===== src/rtl/ctrl_ramdrv_smpseq_pkg.sv =====
// ctrl_ramdrv_smpseq_pkg
//   Shared definitions for the sample write / tap-read sequencer.
//   - state_t     : sequencer FSM encoding (3 bits)
//   - cmd values  : {init, cnt} command pairs understood by the ring buffer
//                   address counter; the encoding keeps init and cnt exclusive.
package ctrl_ramdrv_smpseq_pkg;

  typedef enum logic [2:0] {
    IDLE  = 3'd0,
    WRITE = 3'd1,
    INIT  = 3'd2,
    PRIME = 3'd3,
    READ  = 3'd4,
    DONE  = 3'd5
  } state_t;

  // {rb_init, rb_cnt}
  localparam logic [1:0] INIT_BUFFER = 2'b10;
  localparam logic [1:0] PROC_BUFFER = 2'b01;
  localparam logic [1:0] SLEEP       = 2'b00;

endpackage


===== src/rtl/ctrl_ramdrv_smpseq_if.sv =====
// ctrl_ramdrv_smpseq_if
//   Bundles the sequencer's config, sample handshake, RAM port, counter port
//   and MAC framing signals.
//   master : the sequencer (drives RAM strobes, counter commands, framing)
//   slave  : the surrounding system (config source, sample source, RAM,
//            ring buffer counter, MAC)
interface ctrl_ramdrv_smpseq_if #(
  parameter int ADDR_WIDTH = 12,
  parameter int DATA_WIDTH = 16
);
  import ctrl_ramdrv_smpseq_pkg::*;

  // segment configuration
  logic                  cfg_load;
  logic [ADDR_WIDTH-1:0] cfg_bptr;
  logic [ADDR_WIDTH-1:0] cfg_lptr;
  logic                  cfg_err;
  // sample handshake
  logic                  smp_valid;
  logic [DATA_WIDTH-1:0] smp_data;
  logic                  smp_ready;
  // RAM
  logic                  ram_we;
  logic [ADDR_WIDTH-1:0] ram_waddr;
  logic [DATA_WIDTH-1:0] ram_wdata;
  logic                  ram_re;
  logic [ADDR_WIDTH-1:0] ram_raddr;
  // ring buffer counter
  logic                  rb_init;
  logic                  rb_cnt;
  logic [ADDR_WIDTH-1:0] rb_hptr;
  logic [ADDR_WIDTH-1:0] rb_bptr;
  logic [ADDR_WIDTH-1:0] rb_lptr;
  logic [ADDR_WIDTH-1:0] rb_addr;
  logic                  rb_fin;
  // MAC framing / status
  logic                  acc_start;
  logic                  acc_last;
  logic                  done;
  logic                  busy;

  modport master (
    input  cfg_load, cfg_bptr, cfg_lptr, smp_valid, smp_data, rb_addr, rb_fin,
    output cfg_err, smp_ready, ram_we, ram_waddr, ram_wdata, ram_re, ram_raddr,
           rb_init, rb_cnt, rb_hptr, rb_bptr, rb_lptr,
           acc_start, acc_last, done, busy
  );

  modport slave (
    output cfg_load, cfg_bptr, cfg_lptr, smp_valid, smp_data, rb_addr, rb_fin,
    input  cfg_err, smp_ready, ram_we, ram_waddr, ram_wdata, ram_re, ram_raddr,
           rb_init, rb_cnt, rb_hptr, rb_bptr, rb_lptr,
           acc_start, acc_last, done, busy
  );

endinterface


===== src/rtl/ctrl_ramdrv_headptr.sv =====
// ctrl_ramdrv_headptr
//   Segment config registers, ring buffer head pointer and the sticky error
//   flag. All state updates on the falling clock edge.
//   Ports:
//     clk, clr          : clock (falling edge), synchronous active-high reset
//     cfg_load          : config load request
//     cfg_bptr/cfg_lptr : requested segment base / upper address
//     idle              : sequencer is in IDLE (config may be taken)
//     adv               : sample accepted, advance head to the next cell
//     err_set           : external error event (read safety bound hit)
//     head, bptr, lptr  : registered head and segment bounds
//     cfg_valid         : a legal segment has been loaded since reset
//     cfg_err           : sticky error, cleared only by clr
module ctrl_ramdrv_headptr
  import ctrl_ramdrv_smpseq_pkg::*;
#(
  parameter int ADDR_WIDTH = 12
) (
  input  logic                  clk,
  input  logic                  clr,
  input  logic                  cfg_load,
  input  logic [ADDR_WIDTH-1:0] cfg_bptr,
  input  logic [ADDR_WIDTH-1:0] cfg_lptr,
  input  logic                  idle,
  input  logic                  adv,
  input  logic                  err_set,
  output logic [ADDR_WIDTH-1:0] head,
  output logic [ADDR_WIDTH-1:0] bptr,
  output logic [ADDR_WIDTH-1:0] lptr,
  output logic                  cfg_valid,
  output logic                  cfg_err
);

  // Wrap from the upper address straight back to the base; the increment is
  // only taken below lptr, so it can never carry out of ADDR_WIDTH bits.
  function automatic logic [ADDR_WIDTH-1:0] ring_next(
    input logic [ADDR_WIDTH-1:0] h,
    input logic [ADDR_WIDTH-1:0] b,
    input logic [ADDR_WIDTH-1:0] l
  );
    return (h == l) ? b : h + ADDR_WIDTH'(1);
  endfunction

  always_ff @(negedge clk) begin
    if (clr) begin
      head      <= '0;
      bptr      <= '0;
      lptr      <= '0;
      cfg_valid <= 1'b0;
      cfg_err   <= 1'b0;
    end else begin
      if (cfg_load) begin
        if (!idle) begin
          cfg_err <= 1'b1;
        end else if (cfg_lptr >= cfg_bptr) begin
          bptr      <= cfg_bptr;
          lptr      <= cfg_lptr;
          // Parking head on lptr makes the first accepted sample land on bptr.
          head      <= cfg_lptr;
          cfg_valid <= 1'b1;
        end else begin
          cfg_err <= 1'b1;
        end
      end
      // adv implies !cfg_load, so it never collides with a config load.
      if (adv) begin
        head <= ring_next(head, bptr, lptr);
      end
      if (err_set) begin
        cfg_err <= 1'b1;
      end
    end
  end

endmodule


===== src/rtl/ctrl_ramdrv_smpseq.sv =====
// ctrl_ramdrv_smpseq
//   Sample write and tap-read sequencer in front of the ring buffer address
//   counter. Each accepted sample advances the head, is written to RAM at the
//   new head, and is followed by one RAM read per tap (newest to oldest)
//   addressed by the counter, framed with acc_start/acc_last for the MAC.
//   Ports:
//     clk  : clock; all state updates on the falling edge (counter timing)
//     clr  : synchronous active-high reset
//     sif  : master side of ctrl_ramdrv_smpseq_if (config, sample handshake,
//            RAM port, counter init/cnt/pointers, MAC framing, status)
//   Sequence per sample: WRITE, INIT, PRIME, READ x N, DONE  (N+4 cycles).
module ctrl_ramdrv_smpseq
  import ctrl_ramdrv_smpseq_pkg::*;
#(
  parameter int ADDR_WIDTH = 12,
  parameter int DATA_WIDTH = 16
) (
  input logic                  clk,
  input logic                  clr,
  ctrl_ramdrv_smpseq_if.master sif
);

  state_t                state;
  logic [1:0]            cmd;
  logic                  ram_we_q;
  logic                  ram_re_q;
  logic                  acc_start_q;
  logic                  done_q;
  logic [ADDR_WIDTH-1:0] rd_cnt;
  logic [DATA_WIDTH-1:0] smp_q;

  logic [ADDR_WIDTH-1:0] head;
  logic [ADDR_WIDTH-1:0] bptr;
  logic [ADDR_WIDTH-1:0] lptr;
  logic [ADDR_WIDTH-1:0] span;
  logic                  cfg_valid;
  logic                  cfg_err;
  logic                  idle;
  logic                  ready;
  logic                  accept;
  logic                  rd_timeout;

  assign idle   = (state == IDLE);
  assign ready  = idle && cfg_valid && !sif.cfg_load;
  assign accept = sif.smp_valid && ready;

  // span = N-1; kept in ADDR_WIDTH bits so a full-range segment cannot overflow.
  assign span       = lptr - bptr;
  assign rd_timeout = (state == READ) && !sif.rb_fin && (rd_cnt == span);

  ctrl_ramdrv_headptr #(
    .ADDR_WIDTH (ADDR_WIDTH)
  ) u_headptr (
    .clk       (clk),
    .clr       (clr),
    .cfg_load  (sif.cfg_load),
    .cfg_bptr  (sif.cfg_bptr),
    .cfg_lptr  (sif.cfg_lptr),
    .idle      (idle),
    .adv       (accept),
    .err_set   (rd_timeout),
    .head      (head),
    .bptr      (bptr),
    .lptr      (lptr),
    .cfg_valid (cfg_valid),
    .cfg_err   (cfg_err)
  );

  // Sample holding register: data path, no reset.
  always_ff @(negedge clk) begin
    if (accept) begin
      smp_q <= sif.smp_data;
    end
  end

  always_ff @(negedge clk) begin
    if (clr) begin
      state       <= IDLE;
      cmd         <= SLEEP;
      ram_we_q    <= 1'b0;
      ram_re_q    <= 1'b0;
      acc_start_q <= 1'b0;
      done_q      <= 1'b0;
      rd_cnt      <= '0;
    end else begin
      ram_we_q    <= 1'b0;
      acc_start_q <= 1'b0;
      done_q      <= 1'b0;
      case (state)
        IDLE: begin
          if (accept) begin
            state    <= WRITE;
            ram_we_q <= 1'b1;
          end
        end
        WRITE: begin
          state <= INIT;
          cmd   <= INIT_BUFFER;
        end
        INIT: begin
          state <= PRIME;
          cmd   <= PROC_BUFFER;
        end
        // The counter spends this cycle on its first cell; reads start next.
        PRIME: begin
          state       <= READ;
          ram_re_q    <= 1'b1;
          acc_start_q <= 1'b1;
          rd_cnt      <= '0;
        end
        // Leave on the counter's finish flag, or after N reads if it never comes.
        READ: begin
          if (sif.rb_fin || (rd_cnt == span)) begin
            state    <= DONE;
            ram_re_q <= 1'b0;
            cmd      <= SLEEP;
            done_q   <= 1'b1;
          end else begin
            rd_cnt <= rd_cnt + ADDR_WIDTH'(1);
          end
        end
        DONE: begin
          state <= IDLE;
        end
        default: begin
          state    <= IDLE;
          cmd      <= SLEEP;
          ram_re_q <= 1'b0;
        end
      endcase
    end
  end

  assign sif.smp_ready = ready;
  assign sif.cfg_err   = cfg_err;
  assign sif.busy      = !idle;

  assign sif.ram_we    = ram_we_q;
  assign sif.ram_waddr = head;
  assign sif.ram_wdata = ram_we_q ? smp_q : '0;
  assign sif.ram_re    = ram_re_q;
  assign sif.ram_raddr = ram_re_q ? sif.rb_addr : '0;

  assign {sif.rb_init, sif.rb_cnt} = cmd;
  assign sif.rb_hptr   = head;
  assign sif.rb_bptr   = bptr;
  assign sif.rb_lptr   = lptr;

  assign sif.acc_start = acc_start_q;
  // The counter's finish flag marks the oldest tap in the same cycle.
  assign sif.acc_last  = ram_re_q && sif.rb_fin;
  assign sif.done      = done_q;

endmodule

===== src/flat_wrapper.sv =====
// flat-port wrapper written by rule: the top's interface ports become plain ports
module ctrl_ramdrv_smpseq_flat import ctrl_ramdrv_smpseq_pkg::*;
#(
  parameter int ADDR_WIDTH = 12,
  parameter int DATA_WIDTH = 16
)
  (clk, clr, sif_cfg_load, sif_cfg_bptr, sif_cfg_lptr, sif_smp_valid, sif_smp_data, sif_rb_addr, sif_rb_fin, sif_cfg_err, sif_smp_ready, sif_ram_we, sif_ram_waddr, sif_ram_wdata, sif_ram_re, sif_ram_raddr, sif_rb_init, sif_rb_cnt, sif_rb_hptr, sif_rb_bptr, sif_rb_lptr, sif_acc_start, sif_acc_last, sif_done, sif_busy);
  ctrl_ramdrv_smpseq_if #(.ADDR_WIDTH(ADDR_WIDTH), .DATA_WIDTH(DATA_WIDTH)) sif_i ();
  input logic clk;
  input logic clr;
  input wire logic [$bits(sif_i.cfg_load)-1:0] sif_cfg_load;
  input wire logic [$bits(sif_i.cfg_bptr)-1:0] sif_cfg_bptr;
  input wire logic [$bits(sif_i.cfg_lptr)-1:0] sif_cfg_lptr;
  input wire logic [$bits(sif_i.smp_valid)-1:0] sif_smp_valid;
  input wire logic [$bits(sif_i.smp_data)-1:0] sif_smp_data;
  input wire logic [$bits(sif_i.rb_addr)-1:0] sif_rb_addr;
  input wire logic [$bits(sif_i.rb_fin)-1:0] sif_rb_fin;
  output wire logic [$bits(sif_i.cfg_err)-1:0] sif_cfg_err;
  output wire logic [$bits(sif_i.smp_ready)-1:0] sif_smp_ready;
  output wire logic [$bits(sif_i.ram_we)-1:0] sif_ram_we;
  output wire logic [$bits(sif_i.ram_waddr)-1:0] sif_ram_waddr;
  output wire logic [$bits(sif_i.ram_wdata)-1:0] sif_ram_wdata;
  output wire logic [$bits(sif_i.ram_re)-1:0] sif_ram_re;
  output wire logic [$bits(sif_i.ram_raddr)-1:0] sif_ram_raddr;
  output wire logic [$bits(sif_i.rb_init)-1:0] sif_rb_init;
  output wire logic [$bits(sif_i.rb_cnt)-1:0] sif_rb_cnt;
  output wire logic [$bits(sif_i.rb_hptr)-1:0] sif_rb_hptr;
  output wire logic [$bits(sif_i.rb_bptr)-1:0] sif_rb_bptr;
  output wire logic [$bits(sif_i.rb_lptr)-1:0] sif_rb_lptr;
  output wire logic [$bits(sif_i.acc_start)-1:0] sif_acc_start;
  output wire logic [$bits(sif_i.acc_last)-1:0] sif_acc_last;
  output wire logic [$bits(sif_i.done)-1:0] sif_done;
  output wire logic [$bits(sif_i.busy)-1:0] sif_busy;
  assign sif_i.cfg_load = sif_cfg_load;
  assign sif_i.cfg_bptr = sif_cfg_bptr;
  assign sif_i.cfg_lptr = sif_cfg_lptr;
  assign sif_i.smp_valid = sif_smp_valid;
  assign sif_i.smp_data = sif_smp_data;
  assign sif_i.rb_addr = sif_rb_addr;
  assign sif_i.rb_fin = sif_rb_fin;
  assign sif_cfg_err = sif_i.cfg_err;
  assign sif_smp_ready = sif_i.smp_ready;
  assign sif_ram_we = sif_i.ram_we;
  assign sif_ram_waddr = sif_i.ram_waddr;
  assign sif_ram_wdata = sif_i.ram_wdata;
  assign sif_ram_re = sif_i.ram_re;
  assign sif_ram_raddr = sif_i.ram_raddr;
  assign sif_rb_init = sif_i.rb_init;
  assign sif_rb_cnt = sif_i.rb_cnt;
  assign sif_rb_hptr = sif_i.rb_hptr;
  assign sif_rb_bptr = sif_i.rb_bptr;
  assign sif_rb_lptr = sif_i.rb_lptr;
  assign sif_acc_start = sif_i.acc_start;
  assign sif_acc_last = sif_i.acc_last;
  assign sif_done = sif_i.done;
  assign sif_busy = sif_i.busy;
  ctrl_ramdrv_smpseq #(.ADDR_WIDTH(ADDR_WIDTH), .DATA_WIDTH(DATA_WIDTH)) u_core (.clk(clk), .clr(clr), .sif(sif_i));
endmodule

===== config.mk =====
export PLATFORM = sky130hd
export DESIGN_NAME = ctrl_ramdrv_smpseq_flat
export DESIGN_NICKNAME = d
export VERILOG_FILES = /design/src/rtl/ctrl_ramdrv_smpseq_pkg.sv /design/src/rtl/ctrl_ramdrv_smpseq_if.sv /design/src/rtl/ctrl_ramdrv_headptr.sv /design/src/rtl/ctrl_ramdrv_smpseq.sv /design/src/flat_wrapper.sv
export SDC_FILE = /design/constraint.sdc
export NUM_CORES = 1
export LEC_CHECK = 0
export ABC_AREA = 1
export BUFFER_PORTS_ARGS = -buffer_cell sky130_fd_sc_hd__buf_2
export CAP_MARGIN = 0
export CORE_ASPECT_RATIO = 0.6
export CORE_MARGIN = 3
export CORE_UTILIZATION = 53
export DETAILED_ROUTE_END_ITERATION = 6
export PLACE_DENSITY = 0.9
export REMOVE_ABC_BUFFERS = 1
export SYNTH_ARGS = -nofsm -noshare
export SYNTH_HDL_FRONTEND = slang
export SYNTH_SLANG_ARGS = --single-unit

===== constraint.sdc =====
create_clock -name clk -period 3.23 [get_ports clk]
set_input_delay 0 -clock clk [delete_from_list [all_inputs] [get_ports clk]]
set_output_delay 0 -clock clk [all_outputs]
set_load 0.02 [all_outputs]

After elaboration in Yosys (flattened, before gate mapping)
Cells that the tools add are included.
{"block": "totals", "reg_bits": 75, "input_bits": 57, "out_inout_bits": 86}
{"block": "op_classes", "n_reduce_logical": 27, "n_bitwise": 4, "add_sub_neg": 3, "eq_ne": 11, "n_mux": 23, "magnitude_cmp": 1}
{"op": "2-to-1 mux 12 bit", "n": 7}
{"op": "adder 12 x 1 -> 12 bit (second input constant)", "n": 2}
{"op": "== test 12 bit", "n": 2}
{"op": "one-hot mux 12 bit (2 select lines)", "n": 1}
{"op": "2-to-1 mux 16 bit", "n": 1}
{"op": "one-hot mux 3 bit (5 select lines)", "n": 1}
{"op": ">= comparator 12 bit", "n": 1}
{"op": "subtractor 12 bit", "n": 1}
{"op": "AND reduction 2 bit", "n": 5}
{"op": "nonzero test 2 bit", "n": 5}
{"op": "2-to-1 mux 1 bit", "n": 8}
{"op": "one-hot mux 2 bit (4 select lines)", "n": 1}
{"op": "== test 3 x 2 -> 1 bit (second input constant)", "n": 2}
{"op": "== test 3 bit (second input constant)", "n": 2}
{"op": "logical AND 1 bit", "n": 6}
{"op": "2-to-1 mux 3 bit", "n": 2}
{"op": "inequality test 2 bit (second input constant)", "n": 3}
{"op": "AND reduction 3 bit", "n": 2}
{"op": "NOT 1 bit", "n": 4}
{"op": "OR reduction 2 bit", "n": 2}
{"op": "OR reduction 4 bit", "n": 1}
{"op": "== test 3 x 1 -> 1 bit (second input constant)", "n": 1}
{"op": "logical NOT 1 bit", "n": 3}
{"op": "logical NOT 3 bit", "n": 1}
{"op": "other kinds (5)", "n": 5}

Depth between registers and ports, before layout
Gate-level depths: netlist of the first run.
{"block": "logic_depth", "ltp_word": 6, "mapped_depth": 20}

Modules after synthesis
Synthesis of the first run repeated with hierarchy kept, for this count alone.
{"block": "unflattened", "hier_cells": 788, "hier_area_um2": 5208.7}
{"module": "ctrl_ramdrv_smpseq", "cells_each": 427, "n_inst": 1, "seq_area_each_um2": 900.9, "area_per_inst_um2": 2798.9}
{"module": "ctrl_ramdrv_headptr", "cells_each": 361, "n_inst": 1, "seq_area_each_um2": 760.7, "area_per_inst_um2": 2409.8}

==> qor.yml, run 1 <==
crit_fanout: 19
n_antenna_cell: 0
outcome: "finished clean"
syn_inst: 716
vias_per_cell: 5.27
async_flop_share_pct: 0
initial_core_util_pct: 56.0
clock_sinks: 75
wl_met2_um: 6320
vias: 5506
clk_latency_ns: 0.44
maxSlewViolCount: 0
avgSynthCellArea_um2: 6.82
io_buffers: 142
area_delta_synth_final_pct: 29.2
hold_ws_ns: 0.306
cts.clk_slew.worst_paths_ns: 0.04
critical_path_required_ns: 1.90
cts-buffers-inserted: 9
ys.flop_type: "dfxtp_1"
nNetsFinal: 1011
cts_hold_buf: 0
total_power_mw: 4.44
skew_ns: 0.0399
slowest_stage: "nor2_1"
routed_wl_um: 15200
grt_max_degree: 35
die_height_um: 80.3
die-area_um2: 10400
ios: 143
wl_met3_um: 2070
crit_top_cell: "nand3_1"
grt.total_usage_pct: 29.5
cp_slowest_stage_delay_ns: 0.35
path_class: "primary input to flop"
dp.final_hpwl_um: 10700
grt_pass1_vias: 5179
row_count: 26
slew-limit-headroom_pct: 65.0
syn_area_um2: 4880
grt_overflow: 0
synth.distinct_cells: 35
drt-wirelength-per-cell_um: 14.6
synth_seq_cells: 75
worstPathCellList: "buf_2, inv_1, ha_1, nand2_1, nor2_1, nand3_1, nand3_1, nand3_2, buf_4, o21ai_0, a21oi_1"
drc: 0
tightest_slew_ns: 0.525
finalHoldViolCount: 0
ir_drop_uv: 486
hp-class: "primary input to primary output"
first_pass_iters: 6
path_delay_family: "simple AND/OR/NAND/NOR gates"
grt_pass1_wl_um: 24200
p_leak_nw: 3.59
gp_congestion: 0.913
final_layout_size_suffix_gt1_share_pct: 21.2
yosysWarnings: 0
cap_violations: 0
crit_path_start_kind: "primary input"
antenna_found_initial: 0
wl_met1_um: 6460
fp.dieW_um: 130
crit_path_end_kind: "flop"
drtIter0Drc: 515
cts_buffer_depth: 2
cts_root_buffer: "clkbuf_16"
top_layer: "met4"
powerDensity_nw_per_um2: 703
ant_nets: 0
core_area_um2: 8720
path_buf_inv: 3
setup-violations-final: 0
synth_edf_count: 16
cts_tree: "done"
synth-seq-area-share_pct: 34.0
arrival_ns: 1.84
htreeDepth: 3
synthesized netlist by cell type (11+ instances only):
cell type / count / share of area (%)
a21oi_1: 62 / 6.4
buf_4: 12 / 1.8
clkbuf_1: 16 / 1.2
dfxtp_1: 59 / 24
edfxtp_1: 16 / 9.8
ha_1: 25 / 6.4
inv_1: 123 / 9.5
nand2_1: 165 / 13
nand3_1: 51 / 5.2
nand4_1: 11 / 1.4
nor2_1: 51 / 3.9
o21ai_0: 40 / 4.1
xor2_1: 19 / 3.4
registers in the layout, summed over array words and instances, names as in the netlist:
name,cells
u_core.smp_q,16
u_core.u_headptr.lptr,12
u_core.u_headptr.cfg_valid,1
u_core.u_headptr.bptr,12
u_core.sif.done,1
u_core.rd_cnt,12
u_core.u_headptr.head,12
u_core.sif.ram_we,1
u_core.state,3
u_core.cmd,2
u_core.sif.ram_re,1
u_core.sif.acc_start,1
u_core.u_headptr.cfg_err,1
final cells by class:
cell class                 instances  area, um2
clock inverter                    81        353
clock buffer                       9        225
multi-input combinational        478       2560
sequential                        75       1660
inverter                         125        469
fill                             672       2410
timing repair buffer             164        901
tap                              112        140
metrics by stage:
step	setup slack, ns	utilization (%)	instance area [um2]	std cells	TNS [ns]
after floorplan	-0.841	-	4680	679	-24.47
after global placement	-0.171	65.7	5730	955	-4.22
after detailed placement	-0.208	65.7	5730	955	-5.80
after CTS	0.0791	72.3	6300	1044	0
after global routing	-0.00519	72.3	6310	1044	-0.00519
final	0.0668	72.3	6310	1044	0
worst paths after layout:
kind	from	slack [ns]	depth (start not counted)	to
setup reg to reg	u_core.u_headptr.lptr[0]$_SDFFE_NP0P_	0.37	17	u_core.rd_cnt[10]$_SDFFE_NP0P_
hold reg to reg	u_core.cmd[0]$_SDFFE_NP0P_	0.47	2	u_core.cmd[0]$_SDFFE_NP0P_
setup / recovery	sif_cfg_bptr[11]	0.07	11	u_core.u_headptr.lptr[9]$_SDFFE_NP0P_
hold / removal	sif_rb_addr[10]	0.31	4	sif_ram_raddr[10]
kinds of logic after synthesis:
logic type	after synthesis	share of synthesized area, %
AOI/OAI and AO/OA	120	12.9
adders and majority gates	26	6.82
and+or+nand+nor	303	27.2
DFF	75	34.0
xor gates and xnor gates	29	5.20
buffers and inverters	163	13.8
cells in the final DEF (no fill, tap or decap), types with 11 or more instances in the layout:
cell type and count:
nand2_1 164, nand4_1 11, edfxtp_1 16, o21ai_0 39, a21oi_1 62, xor2_1 19
inv_1 197, nor2_1 51, buf_4 20, ha_1 25, nand3_1 50, buf_2 142
dfxtp_1 59
where the power goes:
group | internal [mW] | leakage, nW | switching (mW)
logic | 0.606 | 2.42 | 1.14
clock network | 0.730 | 0.548 | 0.708
registers | 1.09 | 0.627 | 0.164
metal layers:
metal,up-vias,GRT usage (%)
li1,2698,-
met1,2414,38.2
met2,356,42.9
met3,38,11.5
met4,0,14.3
met5,-,0
worst reg2reg max path, stage by stage (launching register included):
cell and delay (ns):
dfxtp_1 0.38, inv_1 0.08, ha_1 0.24, fa_1 0.43, inv_1 0.13, nand2_2 0.08, nand2_2 0.08, nand2_2 0.08
nand2_1 0.06, nand2_1 0.05, nor2_1 0.10, nand3_1 0.11, nor2_2 0.17, nand3_2 0.16, nand2_4 0.21, nand2_2 0.21
nand2_1 0.12, a21oi_1 0.07
timing repair:
item,4_1_cts,5_1_grt
resized for setup,0,3
setup endpoints to repair,0,11
buffers inserted,0,0
(Power assumes the default switching activity.)
==> run 2, diff against run 1 <==
--- a/config.mk
+++ b/config.mk
@@ -9,7 +9,7 @@
 export BUFFER_PORTS_ARGS = -buffer_cell sky130_fd_sc_hd__buf_2
 export CAP_MARGIN = 0
 export CORE_ASPECT_RATIO = 0.6
-export CORE_MARGIN = 3
+export CORE_MARGIN = 1.5
 export CORE_UTILIZATION = 53
 export DETAILED_ROUTE_END_ITERATION = 6
 export PLACE_DENSITY = 0.9
==> run 2 against run 1 <==
Effect of this change:
- sequential share of layout area down 0.083 points
- clock power fell by 5%
- worst setup slack better by 0.027 ns
- register-to-register slack worse by 0.19 ns
- sequential power barely moved
- final cell count rose by 0.48%
- worst hold slack worse by 0.0089 ns
- highest routed layer unchanged
==> qor.yml, run 2 (same netlist as run 1, synthesis figures left out) <==
vias_per_cell: 5.38
htreeDepth: 3
top_register: "u_core.smp_q"
grt_pass1_vias: 5159
ant_nets: 0
vias: 5647
cts_buffer_depth: 2
crit_path_start_kind: "flop"
tightest_slew_ns: 0.808
setup-violations-final: 0
routed_wl_um: 15300
die_height_um: 77.3
fp.dieW_um: 127
area_delta_synth_final_pct: 29.6
swShare_pct: 46.3
finalHoldViolCount: 0
drtIter0Drc: 572
grt_max_degree: 35
outcome: "finished clean"
hp-class: "primary input to primary output"
cts-buffers-inserted: 9
die-area_um2: 9810
fin_cells: 1049
arrival_ns: 3.14
p_seq_share_pct: 28.5
final_layout_size_suffix_gt1_share_pct: 21.6
layout_common_cells: "197 x inv_1, 165 x nand2_1, 142 x buf_2"
post_dp_cell_area_um2: 5750
antenna_found_initial: 0
core_area_um2: 8720
crit_path_end_kind: "primary output"
fin_area_um2: 6330
cts.clk_slew.worst_paths_ns: 0.04
row_count: 26
p_comb_share_pct: 40.1
place_inst: 959
critical_path_required_ns: 3.23
grt_pass1_wl_um: 23900
skew_ns: 0.0284
grt.total_usage_pct: 30.8
dp.final_hpwl_um: 11000
drt-wirelength-per-cell_um: 14.5
p_leak_nw: 3.61
gp_congestion: 0.922
powerDensity_nw_per_um2: 693
initial_core_util_pct: 56.0
p_int_mw: 2.35
n_antenna_cell: 0
ir_drop_uv: 341
cts_tree: "done"
drc: 0
grt_overflow: 0
cts_hold_buf: 0
cts_root_buffer: "clkbuf_16"
nNetsFinal: 1015
total_power_mw: 4.39
clk_latency_ns: 0.42
path_class: "flop to primary output"
maxSlewViolCount: 0
cap_violations: 0
largest_reg_flops: 16
clock_sinks: 75
first_pass_iters: 6
io_buffers: 142
clkPwrFrac_pct: 31.3
power.switching_mw: 2.03
crit_fanout: 5
final_common_cell: "inv_1"
ios: 143
slew-limit-headroom_pct: 46.0
-- run 2: repair_timing --
action / in CTS / in global routing
endpoints found under the setup margin: 0 / 4
resized for setup: 0 / 3
hold endpoints to repair: 0 / 0
buffers inserted: 0 / 0
-- run 2: area by class of cell --
type	instances	area (um2)
Clock buffer	9	225
Multi-Input combinational cell	478	2550
Sequential cell	75	1660
Fill cell	640	2390
Timing Repair Buffer	168	935
Inverter	125	469
Tap cell	112	140
Clock inverter	82	342
-- run 2: critical path, stage by stage (launching register included) --
cell     delay (ns)
dfxtp_1        0.34
nor2_1         0.15
nand2_1        0.14
nor3_2         0.19
buf_4          0.15
buf_2          0.15
-- run 2: per-stage QoR --
| stage | setup WS, ns | setup TNS [ns] | utilization [%] | hold WS [ns] |
|---|---|---|---|---|
| 6_report | 0.0936 | 0 | 72.6 | 0.297 |
| 5_1_grt | -0.00367 | -0.00367 | 72.6 | 0.325 |
| 4_1_cts | 0.0343 | 0 | 72.4 | 0.300 |
| 3_5_place_dp | -0.183 | -4.57 | 66.0 | 0.300 |
| 3_3_place_gp | -0.110 | -1.71 | 66.0 | 0.303 |
| 2_1_floorplan | -0.841 | -24.47 | - | 0.0964 |
-- run 2: power groups by stage --
stage                     clock network, mW  logic [mW]  registers (mW)
final                                  1.37        1.76            1.25
after global routing                   1.49        1.92            1.26
after CTS                              1.40        1.71            1.24
after detailed placement              0.142        1.68            1.25
after global placement                0.142        1.63            1.25
after floorplan                       0.142        1.02            1.38
-- run 2: per-layer routing --
layer / routed length, um / up-vias / global-route usage [%] / share of wire [%]
li1: - / 2709 / - / -
met1: 6330 / 2523 / 39.4 / 41
met2: 6810 / 373 / 49.3 / 45
met3: 1840 / 42 / 9.52 / 12
met4: 289 / 0 / 11.3 / 1.9
met5: 0 / - / 0 / 0
-- run 2: worst paths after layout --
check	depth (start not counted)	slack [ns]	end	start
setup / recovery	5	0.09	sif_smp_ready	u_core.state[0]$_SDFFE_NP0P_
hold / removal	4	0.30	sif_ram_raddr[0]	sif_rb_addr[0]
setup reg to reg	16	0.18	u_core.rd_cnt[3]$_SDFFE_NP0P_	u_core.u_headptr.lptr[0]$_SDFFE_NP0P_
hold reg to reg	2	0.46	u_core.cmd[1]$_SDFFE_NP0P_	u_core.cmd[1]$_SDFFE_NP0P_
==> run 3, diff against run 2 <==
==> constraint.sdc (replaced) <==
create_clock -name clk -period 3.3 [get_ports clk]
set_input_delay 0 -clock clk [delete_from_list [all_inputs] [get_ports clk]]
set_output_delay 0 -clock clk [all_outputs]
set_load 0.02 [all_outputs]
==> run 3 against run 2 <==
Effect of this change:
- combinational power down 3%
- final area down 0.30%
- sequential cell count unchanged
- clock power about the same
- utilization down 0.22 points
- clock-buffer cell count unchanged
- sequential share of layout area up 0.078 points
- worst hold slack better by 0.0025 ns
- worst setup slack about the same
- first-iteration DRC count up 1.2%
- critical path depth unchanged
- largest cell class unchanged
- highest routed layer unchanged
==> qor.yml, run 3 (same netlist as run 1, synthesis figures left out) <==
setup-violations-final: 0
io_buffers: 142
powerDensity_nw_per_um2: 683
setup.worst_path.start: "u_core.state[0]$_SDFFE_NP0P_"
antenna_found_initial: 0
vias_per_cell: 5.37
critical_path_required_ns: 3.30
clk_latency_ns: 0.43
r2r-start: "u_core.u_headptr.lptr[0]$_SDFFE_NP0P_"
first_pass_iters: 6
initial_core_util_pct: 56.0
crit_path_start_kind: "flop"
cts_buffer_depth: 2
grt_pass1_vias: 5299
arrival_ns: 3.21
crit_fanout: 5
top_register: "u_core.smp_q"
finish.utilization_pct: 72.4
setup_tns_ns: 0
drtIter0Drc: 579
hp-class: "primary input to primary output"
r2r_cells: 16
drc: 0
total_power_mw: 4.31
core_area_um2: 8720
cts-buffers-inserted: 9
hold_ws_ns: 0.299
slew-limit-headroom_pct: 51.1
dp.final_hpwl_um: 10800
cap_violations: 0
tightest_slew_ns: 0.731
largest_reg_flops: 16
post_dp_cell_area_um2: 5720
area_delta_synth_final_pct: 29.2
maxSlewViolCount: 0
nNetsFinal: 1013
ios: 143
final_layout_size_suffix_gt1_share_pct: 21.5
cts.clk_slew.worst_paths_ns: 0.06
p_leak_nw: 3.60
htreeDepth: 3
drt-wirelength-per-cell_um: 14.5
outcome: "finished clean"
n_antenna_cell: 0
final_common_cell: "inv_1"
reg2reg_to: "u_core.rd_cnt[2]$_SDFFE_NP0P_"
clock_sinks: 75
vias: 5622
finalHoldViolCount: 0
row_count: 26
grt_max_degree: 35
grt_pass1_wl_um: 24400
rsz0062_at_grt: "false"
fillers: 679
cts_root_buffer: "clkbuf_16"
fin_area_um2: 6310
cp-endpoint: "sif_smp_ready"
r2r_setup_slack_ns: 0.34
die-area_um2: 9810
path_class: "flop to primary output"
ant_nets: 0
crit_path_end_kind: "primary output"
grt.total_usage_pct: 31.6
die_height_um: 77.3
skew_ns: 0.0320
routed_wl_um: 15200
grt_overflow: 0
ir_drop_uv: 382
gp_congestion: 0.922
cts_tree: "done"
layout_common_cells: "197 x inv_1, 165 x nand2_1, 142 x buf_2"
fp.dieW_um: 127
## run 3: stage by stage
stage	instances	setup WS, ns
after floorplan	679	-0.806
after global placement	957	-0.0634
after detailed placement	957	-0.174
after CTS	1047	0.0509
after global routing	1047	0.0298
final	1047	0.0941
## run 3: layer usage
metal	wire length, um	GRT usage (%)	up-vias
li1	-	-	2699
met1	6310	39.5	2507
met2	6740	50.3	376
met3	1800	10.1	40
met4	319	13.8	0
met5	0	0	-
## run 3: final cells by class
| cell class | instances | area [um2] | area share, % |
|---|---|---|---|
| Clock inverter | 82 | 353 | 5.59 |
| Clock buffer | 9 | 225 | 3.57 |
| Timing Repair Buffer | 166 | 903 | 14.3 |
| Sequential cell | 75 | 1660 | 26.3 |
| Tap cell | 112 | 140 | 2.22 |
| Inverter | 125 | 469 | 7.44 |
| Multi-Input combinational cell | 478 | 2560 | 40.5 |
## run 3: worst min path at each step
stage,startpoint,to,depth (start not counted)
finish,sif_rb_addr[0],sif_ram_raddr[0],4
global route,sif_rb_addr[0],sif_ram_raddr[0],4
CTS,sif_rb_addr[0],sif_ram_raddr[0],4
detailed placement,sif_rb_addr[0],sif_ram_raddr[0],4
global placement,sif_rb_addr[0],sif_ram_raddr[0],4
floorplan,sif_cfg_load,sif_smp_ready,1
## run 3: power breakdown
part	internal [mW]	leakage, nW	total [mW]	switching [mW]
Sequential	1.06	0.627	1.22	0.161
Combinational	0.591	2.42	1.71	1.12
Clock	0.655	0.547	1.38	0.722
Total	2.31	3.60	4.31	2.00
## run 3: timing repair
action | in CTS | in global routing
hold endpoints to repair | 0 | 0
hold buffers | 0 | 0
setup endpoints to repair | 0 | 7
resized for setup | 0 | 5
setup buffers | 0 | 0
## run 3: critical path, cell delays in order (launching register included)
cell,delay (ns)
dfxtp_1,0.34
nor2_1,0.14
nand2_1,0.14
nor3_2,0.21
buf_4,0.16
buf_2,0.15
